$ cat config.mk
export PLATFORM = sky130hd
export DESIGN_NAME = video_timing_pattern_gen_flat
export DESIGN_NICKNAME = d
export VERILOG_FILES = /design/src/rtl/video_timing_pattern_gen_if.sv /design/src/rtl/video_timing_pattern_gen.sv /design/src/flat_wrapper.sv
export SDC_FILE = /design/constraint.sdc
export NUM_CORES = 1
export LEC_CHECK = 0
export BUFFER_PORTS_ARGS = -buffer_cell sky130_fd_sc_hd__buf_2
export CAP_MARGIN = 10
export CORE_UTILIZATION = 35
export CTS_CLUSTER_SIZE = 8
export DETAILED_ROUTE_END_ITERATION = 6
export SKIP_LAST_GASP = 1
export SLEW_MARGIN = 20
export SYNTH_ARGS = -nofsm -noshare
export SYNTH_HDL_FRONTEND = slang
export SYNTH_SLANG_ARGS = --single-unit
$ cat constraint.sdc
create_clock -name clk -period 3.14 [get_ports clk]
set_input_delay 0.314 -clock clk [delete_from_list [all_inputs] [get_ports clk]]
set_output_delay 0.314 -clock clk [all_outputs]
set_load 0.02 [all_outputs]
$ cat src/rtl/video_timing_pattern_gen_if.sv
// rtl/video_timing_pattern_gen_if.sv - Pattern control and de/hs/vs/RGB video bus of the timing generator
interface video_timing_pattern_gen_if #(
  parameter int COLOR_W = 8
);
  logic               en;
  logic [2:0]         mode;
  logic               de;
  logic               hs;
  logic               vs;
  logic [COLOR_W-1:0] r;
  logic [COLOR_W-1:0] g;
  logic [COLOR_W-1:0] b;
  logic [11:0]        x;
  logic [11:0]        y;
  logic               line_start;
  logic               frame_start;

  modport master (
    input  en, mode,
    output de, hs, vs, r, g, b, x, y, line_start, frame_start
  );

  modport slave (
    output en, mode,
    input  de, hs, vs, r, g, b, x, y, line_start, frame_start
  );
endinterface

$ cat src/rtl/video_timing_pattern_gen.sv
// rtl/video_timing_pattern_gen.sv - Parametrised video timing and test-pattern generator
// Define VTPG_ANIMATE_EN to scroll the ramp and checkerboard patterns one pixel per frame.
module video_timing_pattern_gen #(
  parameter int H_ACTIVE   = 640,
  parameter int H_FP       = 16,
  parameter int H_SYNC     = 96,
  parameter int H_BP       = 48,
  parameter int V_ACTIVE   = 480,
  parameter int V_FP       = 10,
  parameter int V_SYNC     = 2,
  parameter int V_BP       = 33,
  parameter bit HS_POL     = 1'b0,
  parameter bit VS_POL     = 1'b0,
  parameter int COLOR_W    = 8,
  parameter int GRAD_SHIFT = 2,
  parameter int CHECK_LOG2 = 5
) (
  input  logic                        clk,
  input  logic                        reset,
  video_timing_pattern_gen_if.master  vid
);
  localparam int H_TOTAL = H_ACTIVE + H_FP + H_SYNC + H_BP;
  localparam int V_TOTAL = V_ACTIVE + V_FP + V_SYNC + V_BP;

  localparam logic [11:0] H_ACT    = 12'(H_ACTIVE);
  localparam logic [11:0] V_ACT    = 12'(V_ACTIVE);
  localparam logic [11:0] H_LAST   = 12'(H_TOTAL - 1);
  localparam logic [11:0] V_LAST   = 12'(V_TOTAL - 1);
  localparam logic [11:0] HS_FIRST = 12'(H_ACTIVE + H_FP);
  localparam logic [11:0] HS_LAST  = 12'(H_ACTIVE + H_FP + H_SYNC - 1);
  localparam logic [11:0] VS_FIRST = 12'(V_ACTIVE + V_FP);
  localparam logic [11:0] VS_LAST  = 12'(V_ACTIVE + V_FP + V_SYNC - 1);

  generate
    if (H_ACTIVE > 4095 || V_ACTIVE > 4095 || H_TOTAL > 4096 || V_TOTAL > 4096) begin : g_param_check
      $error("video_timing_pattern_gen: timing does not fit 12-bit counters");
    end
  endgenerate

  logic [11:0]        h_cnt;
  logic [11:0]        v_cnt;
  logic [11:0]        xs;
  logic [2:0]         mode_q;
  logic [2:0]         bar_idx;
  logic               active;
  logic               h_last;
  logic               v_last;
  logic               chk;
  logic [COLOR_W-1:0] grey;
  logic [COLOR_W-1:0] r_n;
  logic [COLOR_W-1:0] g_n;
  logic [COLOR_W-1:0] b_n;

  assign active = (h_cnt < H_ACT) && (v_cnt < V_ACT);
  assign h_last = (h_cnt == H_LAST);
  assign v_last = (v_cnt == V_LAST);

`ifdef VTPG_ANIMATE_EN
  logic [11:0] offset;

  // Advances on the same boundary where mode_q is sampled, so a frame is drawn with one offset.
  always_ff @(posedge clk or posedge reset) begin
    if (reset) begin
      offset <= '0;
    end else if (vid.en && h_last && v_last) begin
      offset <= offset + 12'd1;
    end
  end

  assign xs = h_cnt + offset;
`else
  assign xs = h_cnt;
`endif

  assign grey = COLOR_W'(32'(xs) >> GRAD_SHIFT);
  assign chk  = (((xs ^ v_cnt) >> CHECK_LOG2) & 12'd1) != 12'd0;

  // Bar index is floor(x*8/H_ACTIVE), found by threshold compares instead of a divider.
  always_comb begin
    bar_idx = 3'd0;
    for (int k = 1; k < 8; k++) begin
      if (int'(h_cnt) * 8 >= k * H_ACTIVE) begin
        bar_idx = 3'(k);
      end
    end
  end

  always_comb begin
    r_n = '0;
    g_n = '0;
    b_n = '0;
    if (active) begin
      case (mode_q)
        3'd1: begin
          r_n = {COLOR_W{~bar_idx[1]}};
          g_n = {COLOR_W{~bar_idx[2]}};
          b_n = {COLOR_W{~bar_idx[0]}};
        end
        3'd2: begin
          r_n = grey;
          g_n = grey;
          b_n = grey;
        end
        3'd3: begin
          r_n = {COLOR_W{chk}};
          g_n = {COLOR_W{chk}};
          b_n = {COLOR_W{chk}};
        end
        3'd4: begin
          r_n = '1;
          g_n = '1;
          b_n = '1;
        end
        default: begin
          r_n = '0;
          g_n = '0;
          b_n = '0;
        end
      endcase
    end
  end

  always_ff @(posedge clk or posedge reset) begin
    if (reset) begin
      h_cnt           <= '0;
      v_cnt           <= '0;
      mode_q          <= '0;
      vid.de          <= 1'b0;
      vid.hs          <= ~HS_POL;
      vid.vs          <= ~VS_POL;
      vid.r           <= '0;
      vid.g           <= '0;
      vid.b           <= '0;
      vid.x           <= '0;
      vid.y           <= '0;
      vid.line_start  <= 1'b0;
      vid.frame_start <= 1'b0;
    end else if (vid.en) begin
      h_cnt <= h_last ? 12'd0 : h_cnt + 12'd1;
      if (h_last) begin
        v_cnt <= v_last ? 12'd0 : v_cnt + 12'd1;
      end
      if (h_last && v_last) begin
        mode_q <= vid.mode;
      end
      vid.de <= active;
      vid.hs <= (h_cnt >= HS_FIRST && h_cnt <= HS_LAST) ? HS_POL : ~HS_POL;
      vid.vs <= (v_cnt >= VS_FIRST && v_cnt <= VS_LAST) ? VS_POL : ~VS_POL;
      vid.r  <= r_n;
      vid.g  <= g_n;
      vid.b  <= b_n;
      // Coordinates keep the last active pixel through blanking.
      if (active) begin
        vid.x <= h_cnt;
        vid.y <= v_cnt;
      end
      vid.line_start  <= active && (h_cnt == 12'd0);
      vid.frame_start <= active && (h_cnt == 12'd0) && (v_cnt == 12'd0);
    end
  end
endmodule

$ cat src/flat_wrapper.sv
// flat-port wrapper written by rule: the top's interface ports become plain ports
module video_timing_pattern_gen_flat 
#(
  parameter int H_ACTIVE   = 640,
  parameter int H_FP       = 16,
  parameter int H_SYNC     = 96,
  parameter int H_BP       = 48,
  parameter int V_ACTIVE   = 480,
  parameter int V_FP       = 10,
  parameter int V_SYNC     = 2,
  parameter int V_BP       = 33,
  parameter bit HS_POL     = 1'b0,
  parameter bit VS_POL     = 1'b0,
  parameter int COLOR_W    = 8,
  parameter int GRAD_SHIFT = 2,
  parameter int CHECK_LOG2 = 5
)
  (clk, reset, vid_en, vid_mode, vid_de, vid_hs, vid_vs, vid_r, vid_g, vid_b, vid_x, vid_y, vid_line_start, vid_frame_start);
  video_timing_pattern_gen_if #(.COLOR_W(COLOR_W)) vid_i ();
  input  logic clk;
  input  logic reset;
  input wire logic [$bits(vid_i.en)-1:0] vid_en;
  input wire logic [$bits(vid_i.mode)-1:0] vid_mode;
  output wire logic [$bits(vid_i.de)-1:0] vid_de;
  output wire logic [$bits(vid_i.hs)-1:0] vid_hs;
  output wire logic [$bits(vid_i.vs)-1:0] vid_vs;
  output wire logic [$bits(vid_i.r)-1:0] vid_r;
  output wire logic [$bits(vid_i.g)-1:0] vid_g;
  output wire logic [$bits(vid_i.b)-1:0] vid_b;
  output wire logic [$bits(vid_i.x)-1:0] vid_x;
  output wire logic [$bits(vid_i.y)-1:0] vid_y;
  output wire logic [$bits(vid_i.line_start)-1:0] vid_line_start;
  output wire logic [$bits(vid_i.frame_start)-1:0] vid_frame_start;
  assign vid_i.en = vid_en;
  assign vid_i.mode = vid_mode;
  assign vid_de = vid_i.de;
  assign vid_hs = vid_i.hs;
  assign vid_vs = vid_i.vs;
  assign vid_r = vid_i.r;
  assign vid_g = vid_i.g;
  assign vid_b = vid_i.b;
  assign vid_x = vid_i.x;
  assign vid_y = vid_i.y;
  assign vid_line_start = vid_i.line_start;
  assign vid_frame_start = vid_i.frame_start;
  video_timing_pattern_gen #(.H_ACTIVE(H_ACTIVE), .H_FP(H_FP), .H_SYNC(H_SYNC), .H_BP(H_BP), .V_ACTIVE(V_ACTIVE), .V_FP(V_FP), .V_SYNC(V_SYNC), .V_BP(V_BP), .HS_POL(HS_POL), .VS_POL(VS_POL), .COLOR_W(COLOR_W), .GRAD_SHIFT(GRAD_SHIFT), .CHECK_LOG2(CHECK_LOG2)) u_core (.clk(clk), .reset(reset), .vid(vid_i));
endmodule
Word-level counts from Yosys, hierarchy flattened --
Cells that the tools add are included.
Storage, ports and cells: bits of input ports 6, word-level logic and storage cells 66, output and inout port bits 53, flip-flop bits (word level) 80
Cells by class: magnitude comparators 13, reduce and logical (&&, ||, !) cells 11, multiplexer cells 17, add/subtract/negate cells 2, bitwise gates (word level) 4, equality and inequality tests 6
Operator list (count):
- case mux 8 bit (4 select lines) | 3
- greater-or-equal comparator 15 x 12 -> 1 bit, second input constant | 3
- greater-or-equal comparator 15 x 11 -> 1 bit, second input constant | 2
- adder 12 x 1 -> 12 bit, second input constant | 2
- == test 12 x 10 -> 1 bit, second input constant | 2
- zero test 12 bit | 2
- 2-to-1 mux 12 bit | 2
- 2-to-1 mux 8 bit | 3
- 2-to-1 mux 3 bit | 6
- greater-or-equal comparator 15 x 10 -> 1 bit, second input constant | 1
- greater-or-equal comparator 15 x 13 -> 1 bit, second input constant | 1
- greater-or-equal comparator 12 x 10 -> 1 bit, second input constant | 1
- greater-or-equal comparator 12 x 9 -> 1 bit, second input constant | 1
- less-or-equal comparator 12 x 10 -> 1 bit, second input constant | 1
- less-or-equal comparator 12 x 9 -> 1 bit, second input constant | 1
- less-than comparator 12 x 10 -> 1 bit, second input constant | 1
- less-than comparator 12 x 9 -> 1 bit, second input constant | 1
- == test 3 x 2 -> 1 bit, second input constant | 2
- logical AND 1 bit | 6
- AND reduction 2 bit | 3
- bitwise XOR 6 bit | 1
- == test 3 x 1 -> 1 bit, second input constant | 1
- == test 3 bit, second input constant | 1
- 2-to-1 mux 1 bit | 3
- inverter 1 bit | 3

Longest topological paths before layout --
word-level depth 11, mapped depth 8

Worst setup path after synthesis --
Ideal clock, no wire load.
path type register -> register, start point register u_core.v_cnt[5], end point register u_core.vid.y[5], library setup time 0.125 ns, required time 3.015 ns, arrival time 2.046 ns, path slack 0.969 ns, buffers on the path 3, cell stages (with the launch flop) 8, cells stage by stage dfrtp_1 -> buf_6 -> and4_4 -> buf_6 -> or4_4 -> nor2_2 -> buf_2 -> mux2_2
Between the ends: longest elaborated chain between the ends 3
RTL lines:
- start, declared | RTL line video_timing_pattern_gen.sv:41 | logic [11:0] v_cnt;
- start signal, assigned | RTL line video_timing_pattern_gen.sv:141 | v_cnt <= v_last ? 12'd0 : v_cnt + 12'd1;
- less-than comparator 12 x 9 -> 1 bit | RTL line video_timing_pattern_gen.sv:54 | assign active = (h_cnt < H_ACT) && (v_cnt < V_ACT);
- logical AND 1 bit | RTL line video_timing_pattern_gen.sv:54
- AND reduction 2 bit (no source line)
- end signal, assigned | RTL line video_timing_pattern_gen.sv:155 | vid.y <= v_cnt;
- end, declared | RTL line video_timing_pattern_gen_if.sv:20 | output de, hs, vs, r, g, b, x, y, line_start, frame_start
Parallel ways exist; a longest one is shown, timed or not. A chain may end at the register's enable or synchronous reset.

Worst setup path after layout --
start point register u_core.h_cnt[6], end point register u_core.mode_q[1]
Between the ends: longest elaborated chain between the ends 3
RTL lines:
- start, declared | RTL line video_timing_pattern_gen.sv:40 | logic [11:0] h_cnt;
- start signal, assigned | RTL line video_timing_pattern_gen.sv:139 | h_cnt <= h_last ? 12'd0 : h_cnt + 12'd1;
- == test 12 x 10 -> 1 bit | RTL line video_timing_pattern_gen.sv:55 | assign h_last = (h_cnt == H_LAST);
- logical AND 1 bit | RTL line video_timing_pattern_gen.sv:143 | if (h_last && v_last) begin
- AND reduction 2 bit (no source line)
- end signal, assigned | RTL line video_timing_pattern_gen.sv:144 | mode_q <= vid.mode;
- end, declared | RTL line video_timing_pattern_gen.sv:43 | logic [2:0] mode_q;
No other way between the ends.

==> results_dict.tcl <==
set metrics [dict create \
    outcome "complete, no violations" \
    final_area_um2 4530 \
    core_um2 10900 \
    cp-end-kind "flop" \
    whs_ps 105 \
    cts_hold_buf 0 \
    via_per_inst 5.09 \
    synth_top_area_cell "dfrtp_1" \
    wl_mm 8.69 \
    synth_nets 354 \
    fillers 1058 \
    p_leak_nw 2.08 \
    gr-total-overflow 0 \
    critical_path.max_stage_delay_ps 630 \
    hold_viol 0 \
    ir_worst_vdd_uv 385 \
    row_count 38 \
    grt_pass1_vias 2829 \
    gp_congestion 0.796 \
    cts_tree "done" \
    nNetsFinal 415 \
    layout_common_cells "dfrtp_1 (78), buf_2 (58), nor2_1 (34), nand2_1 (21)" \
    drcViolationCount 0 \
    synthArstFlopShare 1.00 \
    clock.fmax_mhz 405 \
    grt_busiest_layer "met2" \
    required_ps 3380 \
    dieArea_um2 11600 \
    antenna_found_initial 0 \
    yosysWarnings 0 \
    clock-sinks 80 \
    multi_input_area_um2 1700 \
    layout_commonest_cell "dfrtp_1" \
    cp_cell_sequence "or4_1 -> nor4_4 -> nand2_1 -> mux2_2" \
    synthTopCellsByArea "dfrtp_1 (50%), o2bb2ai_2 (7.7%), mux2_2 (5.8%), xnor2_1 (3.4%), nor2_1 (3.3%)" \
    root_buffer "clkbuf_8" \
    clock_latency_ps 350 \
    cts_resized 0 \
    grt_usage 0.163 \
    final_antenna_net_count 0 \
    hp-class "in -> async" \
    start_util 0.359 \
    ys_seq_area_frac 0.512 \
    min_period_ps 2470 \
    grt_max_degree 63 \
    synth.cell_area_um2 3910 \
    skew_ps 13.4 \
    drt-initial-drc-count 97 \
    drive_above_1_share 0.333 \
    postLayoutCoreUtil 0.416 \
    r2r-end "u_core.mode_q[1]$_DFFE_PP0P_" \
    r2r_cells 4 \
    met3_usage 0.0369 \
    critPathLaunchType "flop" \
    clockBufferDepth 2 \
    rr_startpoint "u_core.h_cnt[6]$_DFFE_PP0P_" \
    period_share 0.786 \
    slew_viol_final 0 \
    die_y_um 108 \
    setup_tns_ps 0 \
    hpwl_mm 6.15 \
    ys_ff_latch 80 \
    syn_avg_cell_area_um2 11.4 \
    syn_inst 343 \
    io_buffers 58 \
    seqCellArea_um2 2000 \
    grt_setup_unrepaired "false" \
    diodes 0 \
    post_drt_wl_per_cell_um 15.8 \
    cap_violations 0 \
    path_class "reg -> reg" \
    route.vias.total 2792 \
    synth_cell_types 54 \
    r2r_slack_ps 670 \
    ioPinCount 59 \
    cts_setup_buffers 0 \
    htreeDepth 3 \
    post_dp_cell_area_um2 4330 \
    cpMaxStageDelayCell "or4_1" \
    synth_top_area_share 0.499 \
    die_w_um 108 \
    gr-usage-met1 0.213 \
    critPathArrivalTime_ps 2710 \
    crit_path_max_fanout 14 \
    clk_pin_slew_ps 80 \
    synth_edf_count 0 \
    grt_pass1_wl_mm 14.5 \
    setup_viol 0 \
    synth_flop_cell "dfrtp_1" \
    first_pass_iters 4 \
    cts_buffers 9 \
    worst_slew_pin_slew_ps 796 \
    met2_usage 0.265 \
    areaGrowthSynthToFinish_pct 15.7 \
    cellPowerDensity_nw_per_um2 538 \
    relSlewSlack 0.462 \
]
stage by stage:
stage	setup WS [ps]	std cells	total power [mW]
6_report	671	549	2.43
4_1_cts	668	549	2.47
2_1_floorplan	778	343	1.57
3_5_place_dp	693	533	1.71
5_1_grt	521	549	2.57
3_3_place_gp	710	533	1.71
area by class of cell:
type	instances	area share
Sequential cell	80	0.443
Multi-Input combinational cell	225	0.376
Timing Repair Buffer	70	0.0840
Tap cell	140	0.0387
Clock buffer	10	0.0282
Inverter	18	0.0155
Clock inverter	6	0.0149
cells by family (layout without fill, tap and decap cells):
| logic type | count (synthesis) | after routing | synth area share |
|---|---|---|---|
| compound gates | 61 | 61 | 0.150 |
| simple gates | 118 | 118 | 0.164 |
| flops | 80 | 80 | 0.512 |
| buf+inv | 38 | 104 | 0.0527 |
| xor+xnor | 19 | 19 | 0.0425 |
| fa+ha+maj | 6 | 6 | 0.0185 |
| mux | 21 | 21 | 0.0601 |
worst max-delay path by stage:
stage / cells past startpoint / slack (ps) / to / from
floorplan: 1 / 780 / u_core.h_cnt[0]$_DFFE_PP0P_ / reset
global placement: 7 / 710 / u_core.vid.frame_start$_DFFE_PP0P_ / vid_en
CTS: 4 / 670 / u_core.mode_q[1]$_DFFE_PP0P_ / u_core.h_cnt[6]$_DFFE_PP0P_
global route: 4 / 520 / u_core.mode_q[1]$_DFFE_PP0P_ / u_core.h_cnt[6]$_DFFE_PP0P_
detailed placement: 4 / 690 / u_core.mode_q[1]$_DFFE_PP0P_ / u_core.h_cnt[6]$_DFFE_PP0P_
finish: 4 / 670 / u_core.mode_q[1]$_DFFE_PP0P_ / u_core.h_cnt[6]$_DFFE_PP0P_
layer usage:
| metal | vias to the layer above | share of wire |
|---|---|---|
| met2 | 66 | 0.47 |
| met1 | 1362 | 0.47 |
| met3 | 15 | 0.040 |
| li1 | 1349 | - |
| met5 | - | 0 |
| met4 | 0 | 0.017 |
Yosys cell counts, types with 2 or more instances:
library cell	count
or4_1	2
dfstp_2	2
or3b_2	2
buf_2	4
o311ai_0	7
mux2_2	20
nor4_4	2
nand4_1	9
nand3_1	11
nand2b_1	3
a31oi_1	3
and3_1	4
nand2_1	21
or3_1	3
nor2b_1	12
xnor2_1	15
xor2_1	4
clkbuf_1	9
buf_6	3
inv_1	17
buf_12	2
dfrtp_1	78
nor4_1	2
nor3_1	5
o2bb2ai_1	2
a21oi_1	4
nor2_1	34
ha_1	5
o21ai_0	12
o2bb2ai_2	20
a21o_1	3
state kept, by name, indices dropped and copies added, names as in the netlist:
signal,flops
u_core.h_cnt,12
u_core.v_cnt,12
u_core.vid.x,12
u_core.vid.y,12
u_core.vid.b,8
u_core.vid.g,8
u_core.vid.r,8
u_core.mode_q,3
u_core.vid.de,1
u_core.vid.frame_start,1
u_core.vid.hs,1
u_core.vid.line_start,1
u_core.vid.vs,1
power by group:
| part | switching (mW) | internal [mW] | leakage, nW |
|---|---|---|---|
| clock | 0.381 | 0.370 | 0.0929 |
| combinational | 0.268 | 0.186 | 0.919 |
| sequential | 0.107 | 1.12 | 1.07 |
| total | 0.755 | 1.68 | 2.08 |
worst max-delay path: cells and delay by family, from the launching register on:
family / cells / cell delay, ps
AND/OR/NAND/NOR: 3 / 1500
flip-flops: 1 / 530
multiplexers: 1 / 330
Note: power is estimated with default switching activity, not from simulation.
